===== src/rtl/lut_cfg_ctrl_if.sv =====
// Command / response channel bundle for the LUT configuration sequencer.
//
// Handshake rule for both channels: a transfer happens on a rising clk edge
// where valid and ready are both high. A source holds valid and its payload
// steady until that edge; ready may change freely and has no effect while
// valid is low.
//
// Signals:
//   cmd_valid/cmd_ready  command channel handshake
//   cmd_op               00 WRITE, 01 READ, 10 FILL, 11 CLEAR
//   cmd_addr             start address
//   cmd_len              FILL word count minus 1
//   cmd_data             write data / FILL start value
//   cmd_inc              FILL data increments by 1 per word
//   rsp_valid/rsp_ready  read response handshake
//   rsp_data             captured read data
// master = command issuer / response consumer, slave = controller.
interface lut_cfg_ctrl_if #(
  parameter int ASIZE  = 8,
  parameter int DWIDTH = 16
);
  logic              cmd_valid;
  logic              cmd_ready;
  logic [1:0]        cmd_op;
  logic [ASIZE-1:0]  cmd_addr;
  logic [ASIZE-1:0]  cmd_len;
  logic [DWIDTH-1:0] cmd_data;
  logic              cmd_inc;
  logic              rsp_valid;
  logic              rsp_ready;
  logic [DWIDTH-1:0] rsp_data;

  modport master (
    output cmd_valid, cmd_op, cmd_addr, cmd_len, cmd_data, cmd_inc, rsp_ready,
    input  cmd_ready, rsp_valid, rsp_data
  );

  modport slave (
    input  cmd_valid, cmd_op, cmd_addr, cmd_len, cmd_data, cmd_inc, rsp_ready,
    output cmd_ready, rsp_valid, rsp_data
  );
endinterface


===== src/rtl/lut_cfg_ctrl.sv =====
// Configuration sequencer for the lookup table's host port.
// Accepts WRITE / READ / FILL / CLEAR commands, drives the table host pins
// from registers, returns read data on the response channel and marks bulk
// operations with fwd_hold so downstream logic ignores table results.
//
// Ports:
//   clk, rst_n   clock, asynchronous active-low reset
//   cmd_if       command/response channels (lut_cfg_ctrl_if slave)
//   done         one-cycle pulse when WRITE, FILL or CLEAR completes
//   fwd_hold     high on every bulk (FILL/CLEAR) write cycle
//   lut_wren     table host write enable
//   lut_rden     table host read enable
//   lut_addr     table host address (0 when neither enable is high)
//   lut_wdata    table host write data (0 when neither enable is high)
//   lut_rdata    table host read data, combinational from lut_addr
//   state_dbg    current FSM state encoding
module lut_cfg_ctrl #(
  parameter int ASIZE  = 8,
  parameter int DWIDTH = 16
) (
  input  logic              clk,
  input  logic              rst_n,
  lut_cfg_ctrl_if.slave     cmd_if,
  output logic              done,
  output logic              fwd_hold,
  output logic              lut_wren,
  output logic              lut_rden,
  output logic [ASIZE-1:0]  lut_addr,
  output logic [DWIDTH-1:0] lut_wdata,
  input  logic [DWIDTH-1:0] lut_rdata,
  output logic [2:0]        state_dbg
);

  typedef enum logic [2:0] {
    IDLE = 3'd0,
    WR   = 3'd1,
    RD   = 3'd2,
    RSP  = 3'd3,
    BULK = 3'd4,
    FIN  = 3'd5
  } state_t;

  localparam logic [1:0] OP_WRITE = 2'b00;
  localparam logic [1:0] OP_READ  = 2'b01;
  localparam logic [1:0] OP_FILL  = 2'b10;
  localparam logic [1:0] OP_CLEAR = 2'b11;

  state_t            state;
  logic [ASIZE-1:0]  cnt;       // bulk words remaining after the current one
  logic              inc_q;     // latched FILL increment flag
  logic              rsp_valid;
  logic [DWIDTH-1:0] rsp_data;

  // rst_n is folded in so the command channel reads not-ready for the whole
  // time reset is held, and ready as soon as it is released.
  assign cmd_if.cmd_ready = (state == IDLE) && rst_n;
  assign cmd_if.rsp_valid = rsp_valid;
  assign cmd_if.rsp_data  = rsp_data;
  assign state_dbg        = state;

  // All host-pin outputs are registered: they are loaded on the edge that
  // moves the FSM into the state in which they must be visible.
  always_ff @(posedge clk or negedge rst_n) begin
    if (!rst_n) begin
      state     <= IDLE;
      done      <= 1'b0;
      fwd_hold  <= 1'b0;
      lut_wren  <= 1'b0;
      lut_rden  <= 1'b0;
      lut_addr  <= '0;
      lut_wdata <= '0;
      cnt       <= '0;
      inc_q     <= 1'b0;
      rsp_valid <= 1'b0;
      rsp_data  <= '0;
    end else begin
      case (state)
        IDLE: begin
          done <= 1'b0;
          if (cmd_if.cmd_valid) begin
            case (cmd_if.cmd_op)
              OP_WRITE: begin
                state     <= WR;
                lut_wren  <= 1'b1;
                lut_addr  <= cmd_if.cmd_addr;
                lut_wdata <= cmd_if.cmd_data;
              end
              OP_READ: begin
                state    <= RD;
                lut_rden <= 1'b1;
                lut_addr <= cmd_if.cmd_addr;
              end
              OP_FILL: begin
                state     <= BULK;
                lut_wren  <= 1'b1;
                fwd_hold  <= 1'b1;
                lut_addr  <= cmd_if.cmd_addr;
                lut_wdata <= cmd_if.cmd_data;
                cnt       <= cmd_if.cmd_len;
                inc_q     <= cmd_if.cmd_inc;
              end
              OP_CLEAR: begin
                // Whole table from address 0 with constant zero data.
                state     <= BULK;
                lut_wren  <= 1'b1;
                fwd_hold  <= 1'b1;
                lut_addr  <= '0;
                lut_wdata <= '0;
                cnt       <= '1;
                inc_q     <= 1'b0;
              end
              default: state <= IDLE;
            endcase
          end
        end
        WR: begin
          lut_wren  <= 1'b0;
          lut_addr  <= '0;
          lut_wdata <= '0;
          done      <= 1'b1;
          state     <= FIN;
        end
        RD: begin
          lut_rden  <= 1'b0;
          lut_addr  <= '0;
          rsp_data  <= lut_rdata;
          rsp_valid <= 1'b1;
          state     <= RSP;
        end
        RSP: begin
          // rsp_data is left as captured; it only changes on the next read.
          if (cmd_if.rsp_ready) begin
            rsp_valid <= 1'b0;
            state     <= IDLE;
          end
        end
        BULK: begin
          if (cnt == '0) begin
            lut_wren  <= 1'b0;
            fwd_hold  <= 1'b0;
            lut_addr  <= '0;
            lut_wdata <= '0;
            done      <= 1'b1;
            state     <= FIN;
          end else begin
            // Address wraps naturally at 2^ASIZE, data at 2^DWIDTH.
            cnt       <= cnt - 1'b1;
            lut_addr  <= lut_addr + 1'b1;
            lut_wdata <= lut_wdata + DWIDTH'(inc_q);
          end
        end
        FIN: begin
          done  <= 1'b0;
          state <= IDLE;
        end
        default: state <= IDLE;
      endcase
    end
  end

endmodule


===== src/flat_wrapper.sv =====
// flat-port wrapper written by rule: the top's interface ports become plain ports
module lut_cfg_ctrl_flat 
#(
  parameter int ASIZE  = 8,
  parameter int DWIDTH = 16
)
  (clk, rst_n, done, fwd_hold, lut_wren, lut_rden, lut_addr, lut_wdata, lut_rdata, state_dbg, cmd_if_cmd_valid, cmd_if_cmd_op, cmd_if_cmd_addr, cmd_if_cmd_len, cmd_if_cmd_data, cmd_if_cmd_inc, cmd_if_rsp_ready, cmd_if_cmd_ready, cmd_if_rsp_valid, cmd_if_rsp_data);
  lut_cfg_ctrl_if #(.ASIZE(ASIZE), .DWIDTH(DWIDTH)) cmd_if_i ();
  input  logic clk;
  input  logic rst_n;
  output logic done;
  output logic fwd_hold;
  output logic lut_wren;
  output logic lut_rden;
  output logic [ASIZE-1:0] lut_addr;
  output logic [DWIDTH-1:0] lut_wdata;
  input  logic [DWIDTH-1:0] lut_rdata;
  output logic [2:0] state_dbg;
  input wire logic [$bits(cmd_if_i.cmd_valid)-1:0] cmd_if_cmd_valid;
  input wire logic [$bits(cmd_if_i.cmd_op)-1:0] cmd_if_cmd_op;
  input wire logic [$bits(cmd_if_i.cmd_addr)-1:0] cmd_if_cmd_addr;
  input wire logic [$bits(cmd_if_i.cmd_len)-1:0] cmd_if_cmd_len;
  input wire logic [$bits(cmd_if_i.cmd_data)-1:0] cmd_if_cmd_data;
  input wire logic [$bits(cmd_if_i.cmd_inc)-1:0] cmd_if_cmd_inc;
  input wire logic [$bits(cmd_if_i.rsp_ready)-1:0] cmd_if_rsp_ready;
  output wire logic [$bits(cmd_if_i.cmd_ready)-1:0] cmd_if_cmd_ready;
  output wire logic [$bits(cmd_if_i.rsp_valid)-1:0] cmd_if_rsp_valid;
  output wire logic [$bits(cmd_if_i.rsp_data)-1:0] cmd_if_rsp_data;
  assign cmd_if_i.cmd_valid = cmd_if_cmd_valid;
  assign cmd_if_i.cmd_op = cmd_if_cmd_op;
  assign cmd_if_i.cmd_addr = cmd_if_cmd_addr;
  assign cmd_if_i.cmd_len = cmd_if_cmd_len;
  assign cmd_if_i.cmd_data = cmd_if_cmd_data;
  assign cmd_if_i.cmd_inc = cmd_if_cmd_inc;
  assign cmd_if_i.rsp_ready = cmd_if_rsp_ready;
  assign cmd_if_cmd_ready = cmd_if_i.cmd_ready;
  assign cmd_if_rsp_valid = cmd_if_i.rsp_valid;
  assign cmd_if_rsp_data = cmd_if_i.rsp_data;
  lut_cfg_ctrl #(.ASIZE(ASIZE), .DWIDTH(DWIDTH)) u_core (.clk(clk), .rst_n(rst_n), .cmd_if(cmd_if_i), .done(done), .fwd_hold(fwd_hold), .lut_wren(lut_wren), .lut_rden(lut_rden), .lut_addr(lut_addr), .lut_wdata(lut_wdata), .lut_rdata(lut_rdata), .state_dbg(state_dbg));
endmodule

===== config.mk =====
export PLATFORM = sky130hd
export DESIGN_NAME = lut_cfg_ctrl_flat
export DESIGN_NICKNAME = d
export VERILOG_FILES = /design/src/rtl/lut_cfg_ctrl_if.sv /design/src/rtl/lut_cfg_ctrl.sv /design/src/flat_wrapper.sv
export SDC_FILE = /design/constraint.sdc
export NUM_CORES = 1
export LEC_CHECK = 0
export ABC_AREA = 1
export BUFFER_PORTS_ARGS = -buffer_cell sky130_fd_sc_hd__buf_2
export CAP_MARGIN = 5
export CORE_ASPECT_RATIO = 1.2
export CORE_MARGIN = 2
export CORE_UTILIZATION = 45
export DETAILED_ROUTE_END_ITERATION = 16
export PLACE_DENSITY = 0.71
export SYNTH_ARGS = -nofsm -noshare
export SYNTH_HDL_FRONTEND = slang
export SYNTH_SLANG_ARGS = --single-unit

===== constraint.sdc =====
create_clock -name clk -period 2.1 [get_ports clk]
set_input_delay 0 -clock clk [delete_from_list [all_inputs] [get_ports clk]]
set_output_delay 0 -clock clk [all_outputs]
set_load 0.02 [all_outputs]

== After elaboration in Yosys (flattened, before gate mapping) ==
Index checks and enable logic that the tools add are counted.

* Register bits after elaboration: 57
* Input port bits: 55

* Add/subtract/negate cells: 3
* Equality and inequality tests: 17
* Multiplexer cells: 32
* Reduce and logical (&&, ||, !) cells: 27

{| class="wikitable"
|+ Operators by type and width
! kind !! count
|-
| 16-bit case mux with 3 select lines || 1
|-
| 8-bit case mux with 2 select lines || 3
|-
| 16-bit two-way mux || 2
|-
| 8-bit two-way mux || 4
|-
| 16-bit case mux with 2 select lines || 1
|-
| 8-bit case mux with 3 select lines || 1
|-
| 16-bit by 1-bit adder with 16-bit output || 1
|-
| 3-bit case mux with 5 select lines || 1
|-
| 2-bit != test, second input constant || 6
|-
| 3-bit AND reduction || 4
|-
| 4-bit AND reduction || 3
|-
| 1-bit two-way mux || 9
|-
| 3-bit two-way mux || 3
|-
| 3-bit case mux with 3 select lines || 1
|-
| 3-bit nonzero test || 3
|-
| 8-bit by 1-bit adder with 8-bit output, second input constant || 1
|-
| 8-bit logical NOT || 1
|-
| 1-bit case mux with 2 select lines || 4
|-
| 2-bit nonzero test || 4
|-
| 2-bit OR reduction || 4
|-
| 8-bit by 1-bit subtractor with 8-bit output, second input constant || 1
|-
| 3-bit by 2-bit equality test with 1-bit output, second input constant || 2
|-
| 3-bit equality test, second input constant || 2
|-
| 3-bit != test, second input constant || 2
|-
| 10 further kinds || 15
|}

== Depth between registers and ports, before layout ==
Gate-level depths: netlist of the first run.

* Depth in word-level cells: 5
* Mapped depth: 9
* Gate-level depth less buffers: 9

== Worst setup path before layout of the first run ==
No wires, ideal clock.

* Kind: reg-to-reg
* Start point: register u_core.lut_wdata[0]
* End point: register u_core.lut_wdata[10]
* Library setup time: 0.123 ns
* Data arrival time: 1.479 ns
* Setup slack: 0.498 ns
* Stages on the path, launching flop included: 9
* Path buffers: 0
* Clock period less this slack: 1.602 ns
* Cell sequence: dfrtp_1 > ha_1 > nand2_1 > nor2_1 > nand2_1 > nor2_1 > nor2_1 > o21ai_0 > nand2_1

* Cells in the longest elaborated chain, start to end: 3

{| class="wikitable"
|+ Ends and longest elaborated chain
! element !! RTL line !! text
|-
| start: declaration || lut_cfg_ctrl.sv:29 || <nowiki>output logic [DWIDTH-1:0] lut_wdata,</nowiki>
|-
| start signal: assignment || lut_cfg_ctrl.sv:86 || <nowiki>lut_wdata <= cmd_if.cmd_data;</nowiki>
|-
| start signal: assignment || lut_cfg_ctrl.sv:98 || <nowiki>lut_wdata <= cmd_if.cmd_data;</nowiki>
|-
| start signal: assignment || lut_cfg_ctrl.sv:149 || <nowiki>lut_wdata <= lut_wdata + DWIDTH'(inc_q);</nowiki>
|-
| 16-bit by 1-bit adder with 16-bit output || lut_cfg_ctrl.sv:149 ||
|-
| 16-bit two-way mux || lut_cfg_ctrl.sv:138 || <nowiki>if (cnt == '0) begin</nowiki>
|-
| 16-bit case mux with 3 select lines || lut_cfg_ctrl.sv:77 || <nowiki>case (state)</nowiki>
|}

No other way between the ends.
A chain may end at the register's enable or synchronous reset.

== Worst setup path after layout of the first run ==
* Start point: register u_core.state[0], in the netlist u_core.state_dbg[0]
* End point: register u_core.lut_wdata[9]

* Cells in the longest elaborated chain, start to end: 3

{| class="wikitable"
|+ Ends and longest elaborated chain
! element !! RTL line !! text
|-
| start: declaration || lut_cfg_ctrl.sv:48 || <nowiki>state_t state;</nowiki>
|-
| start signal: assignment || lut_cfg_ctrl.sv:65 || <nowiki>state <= IDLE;</nowiki>
|-
| start signal: assignment || lut_cfg_ctrl.sv:83 || <nowiki>state <= WR;</nowiki>
|-
| start signal: assignment || lut_cfg_ctrl.sv:89 || <nowiki>state <= RD;</nowiki>
|-
| 3-bit by 1-bit equality test with 1-bit output, or another cell as far along || lut_cfg_ctrl.sv:77 ||
|-
| 3-bit nonzero test (no source line), or another cell as far along || n/a ||
|-
| 3-bit AND reduction (no source line) || n/a ||
|}

Parallel ways exist; a longest one is shown, timed or not.

==> results of run 1 <==
==> placed cells by master, fill, tap and decap left out, types with 4 or more instances in the layout <==
cell           Yosys  routed
nor2_2             4       4
buf_4              0       6
xor2_1             4       4
inv_1             50      50
a21boi_1           8       8
ha_1               4       4
o21ai_0           30      30
dfrtp_1           57      57
nor2_1            77      77
nand2_2            6       6
nand2_1          166     166
buf_2              5     103
dlygate4sd3_1      0      29
nand4_1            9       9
clkbuf_8           0       9
nand3_1           31      31
a21oi_1           15      15
==> worst paths after layout <==
path                       slack [ns]                                     end                                   start
max                              0.31         u_core.lut_wdata[9]$_DFFE_PN0P_         u_core.state_dbg[0]$_DFFE_PN0P_
max reg2reg                      0.31         u_core.lut_wdata[9]$_DFFE_PN0P_         u_core.state_dbg[0]$_DFFE_PN0P_
min                              0.03         u_core.lut_wdata[5]$_DFFE_PN0P_                      cmd_if_cmd_data[5]
min reg2reg                      0.47  u_core.cmd_if.rsp_data[12]$_DFFE_PN0P_  u_core.cmd_if.rsp_data[12]$_DFFE_PN0P_
min in group asynchronous        0.35        u_core.lut_wdata[12]$_DFFE_PN0P_                                   rst_n
max in group asynchronous        1.26         u_core.state_dbg[1]$_DFFE_PN0P_                                   rst_n
==> logic make-up (layout without fill, tap and decap cells) <==
logic type | Yosys count | count (layout) | share of synthesized area
adders and majority gates | 4 | 4 | 0.01467
DFF | 57 | 57 | 0.4180
buffers and inverters | 62 | 207 | 0.07444
AOI/OAI and AO/OA | 62 | 62 | 0.1023
and+or+nand+nor | 304 | 304 | 0.3751
xor gates and xnor gates | 6 | 6 | 0.01540
==> where the power goes <==
group	internal, mW	switching (mW)
Combinational	1.37	2.67
Clock	0.557	0.498
Sequential	1.67	0.531
==> flip-flops by register name, indices dropped and copies added (netlist names) <==
name	count
u_core.fwd_hold	1
u_core.state_dbg	3
u_core.inc_q	1
u_core.cmd_if.rsp_valid	1
u_core.lut_rden	1
u_core.lut_wdata	16
u_core.done	1
u_core.cmd_if.rsp_data	16
u_core.lut_wren	1
u_core.lut_addr	8
u_core.cnt	8
==> per-layer routing <==
metal | global-route usage | vias to the layer above
met1 | 0.2824 | 1666
met2 | 0.4212 | 126
met4 | 0.1079 | 0
li1 | - | 1852
met3 | 0.05311 | 19
met5 | 0 | -
==> worst max-delay path: cells and delay by family (launching register included) <==
| kind | cells | cell delay, ns |
|---|---|---|
| buf+inv | 1 | 0.20 |
| compound gates | 1 | 0.16 |
| simple gates | 5 | 0.87 |
| flops | 1 | 0.48 |
==> cell type report <==
cell class / count / area share
clock inverter: 7 / 0.01770
inverter: 53 / 0.04397
multi-input combinational: 376 / 0.3827
timing repair buffer: 138 / 0.1881
sequential: 57 / 0.3153
tap: 90 / 0.02489
clock buffer: 9 / 0.02738
==> impl_metrics.py, run 1 <==
metrics = {
    "clock_tree": {
        "cts_buffers": 9,
        "clk_latency_ns": 0.34,
        "htree_num_levels": 3,
        "holdBufCountCts": 29,
        "post_cts_resized": 0,
        "clkSlewWorstSetupHoldPaths_ns": 0.07,
        "cts_tree": "built",
        "clockBufferDepth": 2,
        "cts_sinks": 57,
        "postCtsSetupBuffers": 0,
        "root_buffer": "clkbuf_8",
    },
    "yosys": {
        "synth.distinct_cells": 31,
        "synth_fp_nets": 554,
        "synthCells": 495,
        "ys_ff_latch": 57,
        "synth_most_common_cell": "nand2_1",
        "synth_area_leaders": "dfrtp_1 42%, nand2_1 18%, nor2_1 8.5%",
        "async_flop_share": 1.000,
        "synth_top_area_frac": 0.4180,
        "yosys_warnings": 0,
        "ys_seq_area_frac": 0.4180,
        "synth_enable_flop_cells": 0,
        "synth_area_per_cell_sq_um": 6.893,
        "yosys.area.top_type": "dfrtp_1",
        "synthFlopType": "dfrtp_1",
        "synth_common_cells": "166 x nand2_1, 77 x nor2_1, 57 x dfrtp_1, 50 x inv_1, 31 x nand3_1",
        "syn_area_sq_um": 3412,
    },
    "drt": {
        "ant_nets": 0,
        "routed_via_density": 5.018,
        "routed.top_layer": "met4",
        "routedWlPerCell_microns": 13.10,
        "wl_met2_microns": 4833,
        "drc": 0,
        "wl_met3_microns": 631,
        "first_iter_violations": 154,
        "vias": 3663,
        "drt-total-wl_microns": 9563,
        "met1_length_microns": 3862,
        "firstDrtPassIters": 4,
    },
    "floorplan": {
        "core_sq_um": 7317,
        "dieArea_sq_um": 8298,
        "rows": 34,
        "die_height_microns": 99.39,
        "dieWidth_microns": 83.49,
        "io_pins": 104,
        "initial_utilization": 0.4663,
    },
    "final_layout": {
        "drive_gt1_frac": 0.2266,
        "nFillCells": 677,
        "multiInputGateArea_sq_um": 1732,
        "fin_cells": 730,
        "ff_latch_area_sq_um": 1426,
        "n_antenna_cell": 0,
        "area_delta_synth_final_pct": 32.60,
        "nets": 694,
        "final_util": 0.6183,
        "stdcell_area_sq_um": 4524,
    },
    "placement": {
        "place.gp.congestion": 0.8987,
        "portBuffers": 103,
        "place_inst": 685,
        "pre_cts_slack_ns": 0.3128,
        "place_area_sq_um": 4030,
        "post-dp-hpwl_microns": 6920,
    },
    "setup_path": {
        "slowest_delay_ns": 0.48,
        "worstPathArrival_ns": 2.05,
        "crit_chain": "nor2_4, nand2_2, inv_1, nand2_1, nor2_1, nand2_1, a21boi_1",
        "crit_top_cell": "nand2_1",
        "worstPathRequired_ns": 2.36,
        "cp-start-kind": "flop",
        "endpoint_kind": "flop",
        "rr_worst_depth": 7,
        "cp_slowest_cell": "dfrtp_1",
        "crit_type": "reg -> reg",
        "cp_max_fo": 11,
    },
    "sta": {
        "setup-tns-final_ns": 0,
        "post-route-period-util": 0.8522,
        "setup_ws_ns": 0.3103,
        "min_period_ns": 1.790,
        "drv_slew": 0,
        "fmax_mhz": 558.8,
        "setup_violations": 0,
        "fin_worst_skew_ns": 0.005318,
        "worst_pin_slew_ns": 0.7371,
        "rsz0062_at_grt": "no",
        "finalHoldViolCount": 0,
        "relSlewSlack": 0.5086,
        "fin_hold_ws_ns": 0.03296,
    },
    "global_route": {
        "grt_first_pass_wirelength_microns": 15980,
        "grt_max_degree": 58,
        "grt_usage": 0.2401,
        "grt_pass1_vias": 3511,
        "antenna_found_initial": 0,
        "grt.overflow.total": 0,
    },
    "run": {
        "cap_violations": 0,
    },
    "pwr": {
        "vdd_drop_max_v": 0.001153,
        "power.static_leakage_nw": 2.407,
        "p_per_area_nw_per_um2": 1613,
        "total_power_mw": 7.300,
    },
    "hold_path": {
        "hold_depth": 5,
        "hold_class": "in -> reg",
    },
    "outcome": {
        "run_status": "complete, no violations",
    },
}
(Power assumes the default switching activity.)
==> run 2: changes to the inputs <==
clock period = 2.2 ns   (was 2.1 ns; I/O delays follow)
==> impl_metrics.py, run 2 (synthesized netlist as in run 1, its figures left out) <==
metrics = {
    "drt": {
        "firstDrtPassIters": 5,
        "drc": 0,
        "vias": 3681,
        "ant_nets": 0,
        "routedWlPerCell_microns": 13.36,
        "routed_via_density": 5.056,
        "first_iter_violations": 244,
        "drt-total-wl_microns": 9724,
    },
    "setup_path": {
        "timing.rr.start": "u_core.state_dbg[0]$_DFFE_PN0P_",
        "worstPathRequired_ns": 2.47,
        "rr_worst_depth": 7,
        "cp-startpoint": "u_core.state_dbg[0]$_DFFE_PN0P_",
        "r2r-end": "u_core.lut_wdata[9]$_DFFE_PN0P_",
        "cp-start-kind": "flop",
        "endpoint_kind": "flop",
        "rrSetupSlack_ns": 0.29,
        "crit_type": "reg -> reg",
        "endpoint": "u_core.lut_wdata[9]$_DFFE_PN0P_",
        "worstPathArrival_ns": 2.18,
        "cp_max_fo": 12,
    },
    "floorplan": {
        "initial_utilization": 0.4663,
        "die_height_microns": 99.39,
        "rows": 34,
        "core_sq_um": 7317,
        "io_pins": 104,
        "dieWidth_microns": 83.49,
        "dieArea_sq_um": 8298,
    },
    "placement": {
        "portBuffers": 103,
        "post-dp-hpwl_microns": 6722,
        "place.gp.congestion": 0.8939,
    },
    "clock_tree": {
        "cts_tree": "built",
        "root_buffer": "clkbuf_8",
        "clockBufferDepth": 2,
        "post_cts_resized": 0,
        "htree_num_levels": 3,
        "cts_sinks": 57,
        "postCtsSetupBuffers": 0,
        "cts_buffers": 9,
        "clk_latency_ns": 0.35,
        "clkSlewWorstSetupHoldPaths_ns": 0.08,
    },
    "sta": {
        "fmax_mhz": 523.6,
        "post-route-period-util": 0.8681,
        "min_period_ns": 1.910,
        "setup-tns-final_ns": 0,
        "worst_pin_slew_ns": 0.7504,
        "finalHoldViolCount": 0,
        "setup_violations": 0,
        "relSlewSlack": 0.4997,
        "rsz0062_at_grt": "no",
        "drv_slew": 0,
        "fin_worst_skew_ns": 0.01234,
    },
    "final_layout": {
        "top_regs": "u_core.cmd_if.rsp_data (16), u_core.lut_wdata (16)",
        "layout_commonest_cell": "nand2_1",
        "drive_gt1_frac": 0.2257,
        "final_cell_mix": "166 x nand2_1, 103 x buf_2, 77 x nor2_1",
        "n_antenna_cell": 0,
        "nFillCells": 690,
        "area_delta_synth_final_pct": 32.05,
        "nets": 692,
    },
    "global_route": {
        "grt_first_pass_wirelength_microns": 16310,
        "grt_pass1_vias": 3570,
        "antenna_found_initial": 0,
        "grt_usage": 0.2439,
        "grt_max_degree": 58,
        "grt.overflow.total": 0,
    },
    "pwr": {
        "power.static_leakage_nw": 2.394,
        "vdd_drop_max_v": 0.0008444,
        "p_per_area_nw_per_um2": 1545,
        "total_power_mw": 6.962,
    },
    "outcome": {
        "run_status": "complete, no violations",
    },
    "run": {
        "cap_violations": 0,
    },
    "hold_path": {
        "hold_class": "in -> reg",
    },
}
==> run 2: worst min-delay path by stage <==
stage                     cells after the start                 from                                      to  slack, ns
final                                         3    cmd_if_cmd_len[3]               u_core.cnt[3]$_DFFE_PN0P_       0.02
after detailed placement                      3         lut_rdata[4]   u_core.cmd_if.rsp_data[4]$_DFFE_PN0P_       0.21
after floorplan                               0                rst_n   u_core.cmd_if.rsp_data[0]$_DFFE_PN0P_      -0.30
after CTS                                     5  cmd_if_cmd_data[14]        u_core.lut_wdata[14]$_DFFE_PN0P_       0.01
after global placement                        3        lut_rdata[11]  u_core.cmd_if.rsp_data[11]$_DFFE_PN0P_       0.20
after global routing                          3    cmd_if_cmd_len[3]               u_core.cnt[3]$_DFFE_PN0P_       0.03
==> run 2: per-stage QoR <==
stage | setup WS, ns | util | hold WS [ns] | instances | cell area [sq um]
after global placement | 0.4003 | 0.5498 | 0.2014 | 684 | 4023
after global routing | 0.1254 | 0.6158 | 0.02821 | 728 | 4506
final | 0.2902 | 0.6158 | 0.01848 | 728 | 4506
after CTS | 0.2897 | 0.6158 | 0.01397 | 728 | 4506
after detailed placement | 0.3114 | 0.5498 | 0.2055 | 684 | 4023
after floorplan | 0.5985 | - | -0.2956 | 495 | 3412
==> run 2: routing by layer <==
layer	vias to the layer above	wire length [microns]	global-route usage
li1	1846	-	-
met1	1676	3882	0.2928
met2	141	4917	0.4231
met3	18	700	0.05477
met4	0	224	0.1042
met5	-	0	0
==> run 2: timing repair <==
| action | in CTS | in global routing |
|---|---|---|
| hold endpoints to repair | 86 | 0 |
| endpoints found under the setup margin | 0 | 0 |
| hold buffers | 28 | 0 |
==> run 2: worst max-delay path: stages, from the launching register on <==
cell	delay, ns
dfrtp_1	0.48
nor2_4	0.18
nand2_2	0.11
inv_1	0.33
nand2_1	0.33
nor2_1	0.22
nand2_1	0.07
a21boi_1	0.14
==> run 2: layout make-up <==
cell class / instances / area, sq um / area share
clock inverters: 7 / 78.83 / 0.01750
inverters: 53 / 198.9 / 0.04415
clock buffers: 9 / 123.9 / 0.02749
multi-input cells: 376 / 1732 / 0.3843
repair buffers: 136 / 833.3 / 0.1849
well taps: 90 / 112.6 / 0.02499
flip-flops and latches: 57 / 1426 / 0.3166
==> run 2: power by group <==
part           switching [mW]  internal, mW  total (mW)
sequential              0.512          1.59        2.11
clock                   0.482         0.529        1.01
combinational            2.55          1.29        3.85
total                    3.55          3.42        6.96
